`config.mk`:
```
export PLATFORM = sky130hd
export DESIGN_NAME = mem_access
export DESIGN_NICKNAME = d
export VERILOG_FILES = /design/src/rtl/mem_access_pkg.sv /design/src/rtl/mem_lane_unit.sv /design/src/rtl/mem_access.sv
export SDC_FILE = /design/constraint.sdc
export NUM_CORES = 1
export LEC_CHECK = 0
export BUFFER_PORTS_ARGS = -buffer_cell sky130_fd_sc_hd__clkbuf_2
export CAP_MARGIN = 10
export CORE_AREA = 3 3 98 100
export DETAILED_ROUTE_END_ITERATION = 6
export DIE_AREA = 0 0 101 103
export GPL_TIMING_DRIVEN = 0
export PLACE_DENSITY = 0.82
export SLEW_MARGIN = 10
export SYNTH_ARGS = -nofsm -noshare
export SYNTH_HDL_FRONTEND = slang
export SYNTH_SLANG_ARGS = --single-unit
```
`constraint.sdc`:
```
create_clock -name clk -period 2.05 [get_ports clk]
set_input_delay 0.205 -clock clk [delete_from_list [all_inputs] [get_ports clk]]
set_output_delay 0.205 -clock clk [all_outputs]
set_load 0.005 [all_outputs]
```
`src/rtl/mem_access_pkg.sv`:
```
// -----------------------------------------------------------------------------
// mem_access_pkg
// Shared definitions for the MEM pipeline stage:
//   - register bus widths and types (RegAddrBus / RegDataBus)
//   - ENABLE / DISABLE and ZERO_WORD constants
//   - memory op encodings (mem_op_e) and MEM-stage FSM state codes
//   - small helpers that classify an op as load/store/misaligned
// -----------------------------------------------------------------------------
package mem_access_pkg;

   localparam int REG_ADDR_W    = 5;
   localparam int REG_DATA_W    = 32;
   localparam int TIMEOUT_CNT_W = 8;

   typedef logic [REG_ADDR_W-1:0] reg_addr_bus_t;
   typedef logic [REG_DATA_W-1:0] reg_data_bus_t;

   localparam logic          ENABLE    = 1'b1;
   localparam logic          DISABLE   = 1'b0;
   localparam reg_data_bus_t ZERO_WORD = 32'h0000_0000;

   typedef enum logic [3:0] {
      MEM_NONE = 4'd0,
      MEM_LB   = 4'd1,
      MEM_LBU  = 4'd2,
      MEM_LH   = 4'd3,
      MEM_LHU  = 4'd4,
      MEM_LW   = 4'd5,
      MEM_SB   = 4'd6,
      MEM_SH   = 4'd7,
      MEM_SW   = 4'd8
   } mem_op_e;

   typedef enum logic [1:0] {
      ST_IDLE = 2'd0,
      ST_WAIT = 2'd1,
      ST_DONE = 2'd2
   } mem_state_e;

   function automatic logic op_is_load(input mem_op_e op);
      return (op == MEM_LB) || (op == MEM_LBU) || (op == MEM_LH) ||
             (op == MEM_LHU) || (op == MEM_LW);
   endfunction

   function automatic logic op_is_store(input mem_op_e op);
      return (op == MEM_SB) || (op == MEM_SH) || (op == MEM_SW);
   endfunction

   // Halfwords need an even address, words a 4-byte aligned address.
   function automatic logic op_is_misaligned(input mem_op_e op, input logic [1:0] off);
      logic mis;
      mis = 1'b0;
      case (op)
         MEM_LH, MEM_LHU, MEM_SH: mis = off[0];
         MEM_LW, MEM_SW:          mis = (off != 2'b00);
         default:                 mis = 1'b0;
      endcase
      return mis;
   endfunction

endpackage

```
`src/rtl/mem_lane_unit.sv`:
```
// -----------------------------------------------------------------------------
// mem_lane_unit
// Purely combinational byte-lane logic for the MEM stage (little-endian).
//   mem_op     in  4   memory op code (mem_op_e encoding)
//   byte_off   in  2   low address bits of the effective address
//   st_data    in  32  store source data
//   rdata      in  32  raw bus read word
//   is_load    out 1   op is a load
//   is_store   out 1   op is a store
//   misaligned out 1   halfword/word op on an illegal boundary
//   be         out 4   byte enables (loads read the full word)
//   wdata      out 32  lane-replicated store data
//   ld_data    out 32  selected and sign/zero-extended load data
// -----------------------------------------------------------------------------
module mem_lane_unit
   import mem_access_pkg::*;
(
   input  logic [3:0]    mem_op,
   input  logic [1:0]    byte_off,
   input  reg_data_bus_t st_data,
   input  reg_data_bus_t rdata,
   output logic          is_load,
   output logic          is_store,
   output logic          misaligned,
   output logic [3:0]    be,
   output reg_data_bus_t wdata,
   output reg_data_bus_t ld_data
);

   mem_op_e       op;
   logic [7:0]    rd_byte [4];
   reg_data_bus_t st_byte_rep;
   reg_data_bus_t st_half_rep;
   logic [7:0]    sel_byte;
   logic [15:0]   sel_half;

   assign op = mem_op_e'(mem_op);

   // Slice the read word into byte lanes and replicate store data so the
   // memory only has to honour the byte enables.
   genvar gi;
   generate
      for (gi = 0; gi < 4; gi++) begin : g_byte_lane
         assign rd_byte[gi]            = rdata[8*gi +: 8];
         assign st_byte_rep[8*gi +: 8] = st_data[7:0];
      end
      for (gi = 0; gi < 2; gi++) begin : g_half_lane
         assign st_half_rep[16*gi +: 16] = st_data[15:0];
      end
   endgenerate

   assign sel_byte = rd_byte[byte_off];
   assign sel_half = byte_off[1] ? rdata[31:16] : rdata[15:0];

   always_comb begin
      is_load    = op_is_load(op);
      is_store   = op_is_store(op);
      misaligned = op_is_misaligned(op, byte_off);
      be         = 4'b0000;
      wdata      = st_data;
      ld_data    = ZERO_WORD;
      case (op)
         MEM_LB:  ld_data = {{24{sel_byte[7]}}, sel_byte};
         MEM_LBU: ld_data = {24'h00_0000, sel_byte};
         MEM_LH:  ld_data = {{16{sel_half[15]}}, sel_half};
         MEM_LHU: ld_data = {16'h0000, sel_half};
         MEM_LW:  ld_data = rdata;
         MEM_SB: begin
            be    = 4'b0001 << byte_off;
            wdata = st_byte_rep;
         end
         MEM_SH: begin
            be    = byte_off[1] ? 4'b1100 : 4'b0011;
            wdata = st_half_rep;
         end
         MEM_SW:  be = 4'b1111;
         default: ;
      endcase
      // Loads always fetch the whole word; lane selection happens on return.
      if (is_load) begin
         be = 4'b1111;
      end
   end

endmodule

```
`src/rtl/mem_access.sv`:
```
// -----------------------------------------------------------------------------
// mem_access
// MEM stage of the 5-stage pipeline (between EX_MEM and MEM_WB). Issues
// loads/stores on a req/ack data bus, stalls the pipeline while a
// transaction is outstanding, and aborts after ACK_TIMEOUT cycles.
//   clk          in  1   pipeline clock, rising edge
//   rst          in  1   asynchronous active-low reset
//   wrn_i        in  1   register write enable from EX_MEM
//   wrAddr_i     in  5   destination register
//   wrData_i     in  32  ALU result (write data for non-loads)
//   memOp_i      in  4   memory op (mem_op_e)
//   memAddr_i    in  32  effective byte address
//   memStData_i  in  32  store source data
//   dmem_*       bus     req/we/addr/be/wdata out, rdata/ack in
//   stallreq_o   out 1   stall request to the stall controller
//   wrn_o/wrAddr_o/wrData_o  out  write-back inputs of MEM_WB
//   align_err_o  out 1   one-cycle pulse after a misaligned access
//   bus_err_o    out 1   one-cycle pulse in the DONE cycle of a timeout
// -----------------------------------------------------------------------------
module mem_access
   import mem_access_pkg::*;
#(
   parameter int ACK_TIMEOUT = 16
)(
   input  logic          clk,
   input  logic          rst,
   input  logic          wrn_i,
   input  reg_addr_bus_t wrAddr_i,
   input  reg_data_bus_t wrData_i,
   input  logic [3:0]    memOp_i,
   input  logic [31:0]   memAddr_i,
   input  reg_data_bus_t memStData_i,
   output logic          dmem_req_o,
   output logic          dmem_we_o,
   output logic [31:0]   dmem_addr_o,
   output logic [3:0]    dmem_be_o,
   output reg_data_bus_t dmem_wdata_o,
   input  reg_data_bus_t dmem_rdata_i,
   input  logic          dmem_ack_i,
   output logic          stallreq_o,
   output logic          wrn_o,
   output reg_addr_bus_t wrAddr_o,
   output reg_data_bus_t wrData_o,
   output logic          align_err_o,
   output logic          bus_err_o
);

   localparam logic [TIMEOUT_CNT_W-1:0] TIMEOUT_LAST = TIMEOUT_CNT_W'(ACK_TIMEOUT - 1);

   mem_state_e                state_reg, state_next;
   logic [TIMEOUT_CNT_W-1:0] cnt_reg, cnt_next;
   reg_data_bus_t             ld_data_reg, ld_data_next;
   logic                      align_err_reg, align_err_next;
   logic                      bus_err_reg, bus_err_next;

   logic          is_load, is_store, misaligned, mem_op_valid, timeout_hit;
   logic [3:0]    lane_be;
   reg_data_bus_t lane_wdata, lane_ld_data;

   mem_lane_unit u_lane (
      .mem_op     (memOp_i),
      .byte_off   (memAddr_i[1:0]),
      .st_data    (memStData_i),
      .rdata      (dmem_rdata_i),
      .is_load    (is_load),
      .is_store   (is_store),
      .misaligned (misaligned),
      .be         (lane_be),
      .wdata      (lane_wdata),
      .ld_data    (lane_ld_data)
   );

   assign mem_op_valid = is_load | is_store;
   assign timeout_hit  = (cnt_reg == TIMEOUT_LAST);

   // Address/be/wdata follow the inputs, which the stall holds steady.
   assign dmem_addr_o  = {memAddr_i[31:2], 2'b00};
   assign dmem_we_o    = is_store;
   assign dmem_be_o    = lane_be;
   assign dmem_wdata_o = lane_wdata;
   assign align_err_o  = align_err_reg;
   assign bus_err_o    = bus_err_reg;

   always_ff @(posedge clk or negedge rst) begin
      if (!rst) begin
         state_reg     <= ST_IDLE;
         cnt_reg       <= '0;
         ld_data_reg   <= ZERO_WORD;
         align_err_reg <= DISABLE;
         bus_err_reg   <= DISABLE;
      end else begin
         state_reg     <= state_next;
         cnt_reg       <= cnt_next;
         ld_data_reg   <= ld_data_next;
         align_err_reg <= align_err_next;
         bus_err_reg   <= bus_err_next;
      end
   end

   always_comb begin
      state_next     = state_reg;
      cnt_next       = '0;
      ld_data_next   = ld_data_reg;
      align_err_next = DISABLE;
      bus_err_next   = DISABLE;
      dmem_req_o     = DISABLE;
      stallreq_o     = DISABLE;
      wrn_o          = wrn_i;
      wrAddr_o       = wrAddr_i;
      wrData_o       = wrData_i;

      case (state_reg)
         ST_IDLE: begin
            if (mem_op_valid) begin
               if (misaligned) begin
                  // Suppress the write-back and flag it; no bus traffic.
                  wrn_o          = DISABLE;
                  align_err_next = ENABLE;
               end else begin
                  dmem_req_o = ENABLE;
                  stallreq_o = ENABLE;
                  if (dmem_ack_i) begin
                     state_next   = ST_DONE;
                     ld_data_next = is_load ? lane_ld_data : ld_data_reg;
                  end else begin
                     state_next = ST_WAIT;
                     cnt_next   = cnt_reg + 1'b1;
                  end
               end
            end
         end

         ST_WAIT: begin
            dmem_req_o = ENABLE;
            stallreq_o = ENABLE;
            // An ack on the timeout edge still counts as a normal completion.
            if (dmem_ack_i) begin
               state_next   = ST_DONE;
               ld_data_next = is_load ? lane_ld_data : ld_data_reg;
            end else if (timeout_hit) begin
               state_next   = ST_DONE;
               bus_err_next = ENABLE;
            end else begin
               cnt_next = cnt_reg + 1'b1;
            end
         end

         ST_DONE: begin
            // MEM_WB latches on this edge and a new instruction arrives.
            state_next = ST_IDLE;
            if (bus_err_reg) begin
               wrn_o = DISABLE;
            end else if (is_load) begin
               wrData_o = ld_data_reg;
            end
         end

         default: state_next = ST_IDLE;
      endcase

      // Abandon any outstanding request the moment reset asserts.
      if (!rst) begin
         dmem_req_o = DISABLE;
         stallreq_o = DISABLE;
      end
   end

endmodule

```
# After elaboration in Yosys (flattened, before gate mapping)
# Index checks and enable logic that the tools add are counted.
# W data, S select, Z words.
totals:
  wordCells: 81
  out_inout_bits: 111
  input_bits: 141
  reg_bits: 44
op_classes:
  bitwise: 2
  shifts: 1
  reduce_logical: 13
  mux: 44
  n_eq_ne: 14
  n_addsub: 1
  order_cmp: 1
ops:
  columns: ["operator", "n"]
  rows:
  - ["$mux W32", 7]
  - ["$pmux W32 S5", 1]
  - ["$pmux W32 S2", 2]
  - ["$mux W8", 7]
  - ["$bmux W8 S2", 1]
  - ["$eq A4 B3 Y1 const B", 4]
  - ["$mux W16", 1]
  - ["$pmux W8 S2", 1]
  - ["$mux W1", 12]
  - ["$pmux W4 S3", 1]
  - ["$mux W2", 5]
  - ["$add A8 B1 Y8 const B", 1]
  - ["$eq A4 B2 Y1 const B", 2]
  - ["$eq A8 B4 Y1 const B", 1]
  - ["$mux W4", 2]
  - ["$logic_or A1 B1 Y1", 6]
  - ["$pmux W1 S2", 3]
  - ["$reduce_and A3 Y1", 2]
  - ["$eq A4 B1 Y1 const B", 1]
  - ["$eq A4 B4 Y1 const B", 1]
  - ["$ne A2 B2 Y1 const B", 2]
  - ["$pmux W2 S2", 1]
  - ["$reduce_bool A2 Y1", 2]
  - ["$shl A1 B2 Y4 const A", 1]
  - ["9 further kinds", 9]

# Depth between registers and ports, before layout
depth:
  ltp_word: 10
  ltp_mapped: 8
  mapped_depth_nobuf: 5

# By module
# Synthesis repeated with hierarchy kept, for this count alone.
unflattened:
  hier_cells: 392
  hier_area_um2: 4093.9
by_module_without_submodules:
  columns: ["mod", "area_per_inst_um2", "cells_each", "instances", "seq_area_each_um2"]
  rows:
  - ["mem_access", 2645.0, 204, 1, 1101.1]
  - ["mem_lane_unit", 1448.9, 188, 1, 0.0]

# Worst setup path after synthesis
# No wires, ideal clock.
synth_path:
  path_type: "input -> output"
  start: "input port memOp_i[2]"
  end: "output port dmem_wdata_o[10]"
  arrival_ns: 1.444
  path_slack_ns: 0.401
  cell_stages: 6
  t_required_ns: 1.845
  path_buffers: 2
  path_cell_list: "buf_4 inv_1 or3_1 buf_4 nor2_8 mux2_2"
synth_via:
  elab_chain_len: 2
  elab_cells_between_ends: 3
  classes_between: "eq/ne (2); mux (1)"
synth_rtl:
  columns: ["element", "line", "text"]
  rows:
  - ["from (decl)", "mem_access.sv:30", "input logic [3:0] memOp_i,"]
  - ["$eq A4 B3 Y1", "mem_lane_unit.sv:62", "case (op)"]
  - ["$pmux W32 S2 *", "mem_lane_unit.sv:62", null]
  - ["to (decl)", "mem_access.sv:37", "output reg_data_bus_t dmem_wdata_o,"]
# Every way passes the cells marked *; elsewhere a longest branch is shown, timed or not.

# Worst setup path in the final report
layout_path:
  start: "input port memOp_i[1]"
  end: "output port dmem_wdata_o[10]"
# The elaborated chain is that of the path after synthesis.

==> impl_metrics.json <==
{
  "cp-start-kind": "primary input",
  "cp_num_buf_inv": 5,
  "grt.total_usage_pct": 22.71,
  "drc": 0,
  "timing.rr.start": "state_reg[1]",
  "clock_skew_ns": 0.007021,
  "fill_cells": 796,
  "dp.final_hpwl_mm": 10.41,
  "grt_pass1_wl_mm": 18.64,
  "n_antenna_cell": 0,
  "path_max_fanout": 10,
  "slew_headroom_pct": 32.93,
  "final_common_cell": "clkbuf_2",
  "yosysWarnings": 0,
  "cts_tree": "yes",
  "ir_drop_mv": 0.2578,
  "grt_pass1_vias": 3775,
  "powerDensity_mw_per_mm2": 521.9,
  "gp_congestion": 0.9344,
  "status": "finished, final reports clean",
  "crit_family": "buffers and inverters",
  "min_period_ns": 1.973,
  "slowest_delay_ns": 0.37,
  "die-area_mm2": 0.01040,
  "yosys_most_used_dff": "dfrtp_1",
  "clock_latency_ns": 0.29,
  "path_clk_slew_ns": 0.09,
  "drive_gt1_share_pct": 56.92,
  "die_h_um": 103,
  "tns_ns": 0,
  "cts_buffer_depth": 2,
  "area_growth_pct": 35.64,
  "endpoint_kind": "primary output",
  "grt-ovfl-total": 0,
  "finish.instance_area_mm2": 0.005062,
  "startpoint": "memOp_i[1]",
  "ys_types": 49,
  "wl_mm": 12.67,
  "viasPerCell": 5.327,
  "max_slew.worst_pin.slew_ns": 1.006,
  "r2r-end": "ld_data_reg[28]",
  "syn_area_mm2": 0.003732,
  "core_area_mm2": 0.008763,
  "synth_seq_cells": 44,
  "synthesis.instances": 415,
  "register_area_mm2": 0.001102,
  "numCtsBuffers": 5,
  "worstSetupPathType": "in -> out",
  "hold_buffers": 0,
  "port_buffers": 212,
  "htree_levels": 2,
  "mostFrequentLayoutCells": "clkbuf_2 (211), buf_4 (58), mux2_2 (55), nor2_1 (48), dfrtp_1 (43)",
  "hold_violations": 0,
  "cts_sinks": 44,
  "rsz0062_at_grt": "false",
  "root_buffer": "clkbuf_8",
  "largest_register_ffs": 32,
  "rr_worst_depth": 5,
  "cp-endpoint": "dmem_wdata_o[10]",
  "drt_iter0_markers": 187,
  "final_antenna_net_count": 0,
  "start_util_pct": 42.59,
  "p_leak_nw": 2.594,
  "syn_avg_cell_area_um2": 8.994,
  "drv_cap": 0,
  "crit_cells": 8,
  "post-route-period-util_pct": 96.27,
  "rows": 34,
  "multi_input_area_mm2": 0.002136,
  "setup_viol": 0,
  "cp_cell_sequence": "clkbuf_2 -> buf_4 -> inv_2 -> or3_1 -> buf_4 -> nor2_8 -> mux2_2 -> clkbuf_2",
  "report.final.slew_viol_count": 0,
  "final_net_count": 778,
  "synthArstFlopShare_pct": 100.0,
  "io_pins": 252,
  "grt_antenna_before_repair": 0,
  "dr.pass1.iters": 5,
  "die_x_um": 101,
  "hp-class": "in -> async",
  "fmax_mhz": 506.7,
  "grt_max_degree": 46,
  "cp.arrival_ns": 1.77,
  "postPlaceCellArea_mm2": 0.004932,
  "ys_seq_area_share_pct": 29.50,
  "r2r_setup_slack_ns": 0.46,
  "routedWlPerCell_um": 17.03,
  "num_vias": 3963,
  "synth_edf_count": 0,
  "critPathSlowestCell": "or3_1",
  "crit_required_ns": 1.85,
  "post-route-util_pct": 57.77
}
what timing repair did:
item,CTS,global route
setup buffers,0,2
hold endpoints to repair,0,0
gates resized for setup,8,3
setup endpoints to repair,31,29
power breakdown:
part / internal [W] / switching [W]
Clock: 0.000231 / 0.000306
Sequential: 0.00105 / 0.000104
Combinational: 0.000495 / 0.000454
Total: 0.00178 / 0.000864
cells in the mapped netlist (all sizes together), types with 6 or more instances:
cell type | count | area share (%)
nand2 | 37 | 3.7
inv | 6 | 0.60
nand3b | 6 | 1.2
nand3 | 6 | 0.80
nor3 | 6 | 1.1
a221oi | 8 | 1.9
a221o | 7 | 1.9
nor2 | 49 | 5.4
mux2 | 63 | 19
a21oi | 24 | 3.4
o21ai | 13 | 1.7
dfrtp | 44 | 30
buf | 69 | 13
mux2i | 13 | 3.5
a31oi | 18 | 3.0
through the flow:
stage          hold slack, ns  setup WS, ns  instances  total power (W)
2_1_floorplan        -0.09059        0.4014        416         0.001692
3_3_place_gp           0.4353      -0.07484        736         0.002084
3_5_place_dp           0.4371      -0.09871        736         0.002114
4_1_cts                0.1133       0.03168        742         0.002661
5_1_grt                0.1199      0.001136        744         0.002811
6_report              0.07640       0.07653        744         0.002642
cell type report:
class | count | area share (%)
multi-input cells | 293 | 42.19
flip-flops and latches | 44 | 21.77
repair buffers | 214 | 21.26
plain buffers | 72 | 10.06
well taps | 108 | 2.669
clock buffers | 5 | 1.359
inverters | 6 | 0.4449
clock inverters | 2 | 0.2472
cell families after synthesis:
kind of cell | count (synthesis) | share of synthesized area (%)
AND/OR/NAND/NOR | 124 | 16.43
AO/OA/AOI/OAI | 83 | 15.35
buffers and inverters | 79 | 14.15
multiplexers | 76 | 22.49
flip-flops | 44 | 29.50
XOR/XNOR | 7 | 1.643
adder cells (fa/ha/maj) | 1 | 0.3352
other | 1 | 0.1005
worst min-delay path by stage:
| stage | from | slack, ns | cells after the start | endpoint |
|---|---|---|---|---|
| CTS | dmem_ack_i | 0.11 | 2 | bus_err_o |
| global placement | dmem_ack_i | 0.44 | 2 | bus_err_o |
| floorplan | rst | -0.09 | 0 | align_err_o |
| global route | dmem_ack_i | 0.12 | 2 | bus_err_o |
| detailed placement | dmem_ack_i | 0.44 | 2 | bus_err_o |
| finish | rst | 0.08 | 1 | ld_data_reg[31] |
metal layers:
layer | vias to the layer above | share of wire, % | track usage (%)
met5 | - | 0 | 0
met4 | 0 | 1.3 | 5.317
met3 | 15 | 8.8 | 4.330
met2 | 220 | 52 | 42.08
met1 | 1848 | 38 | 27.13
li1 | 1880 | - | -
Note: power is estimated with default switching activity, not from simulation.
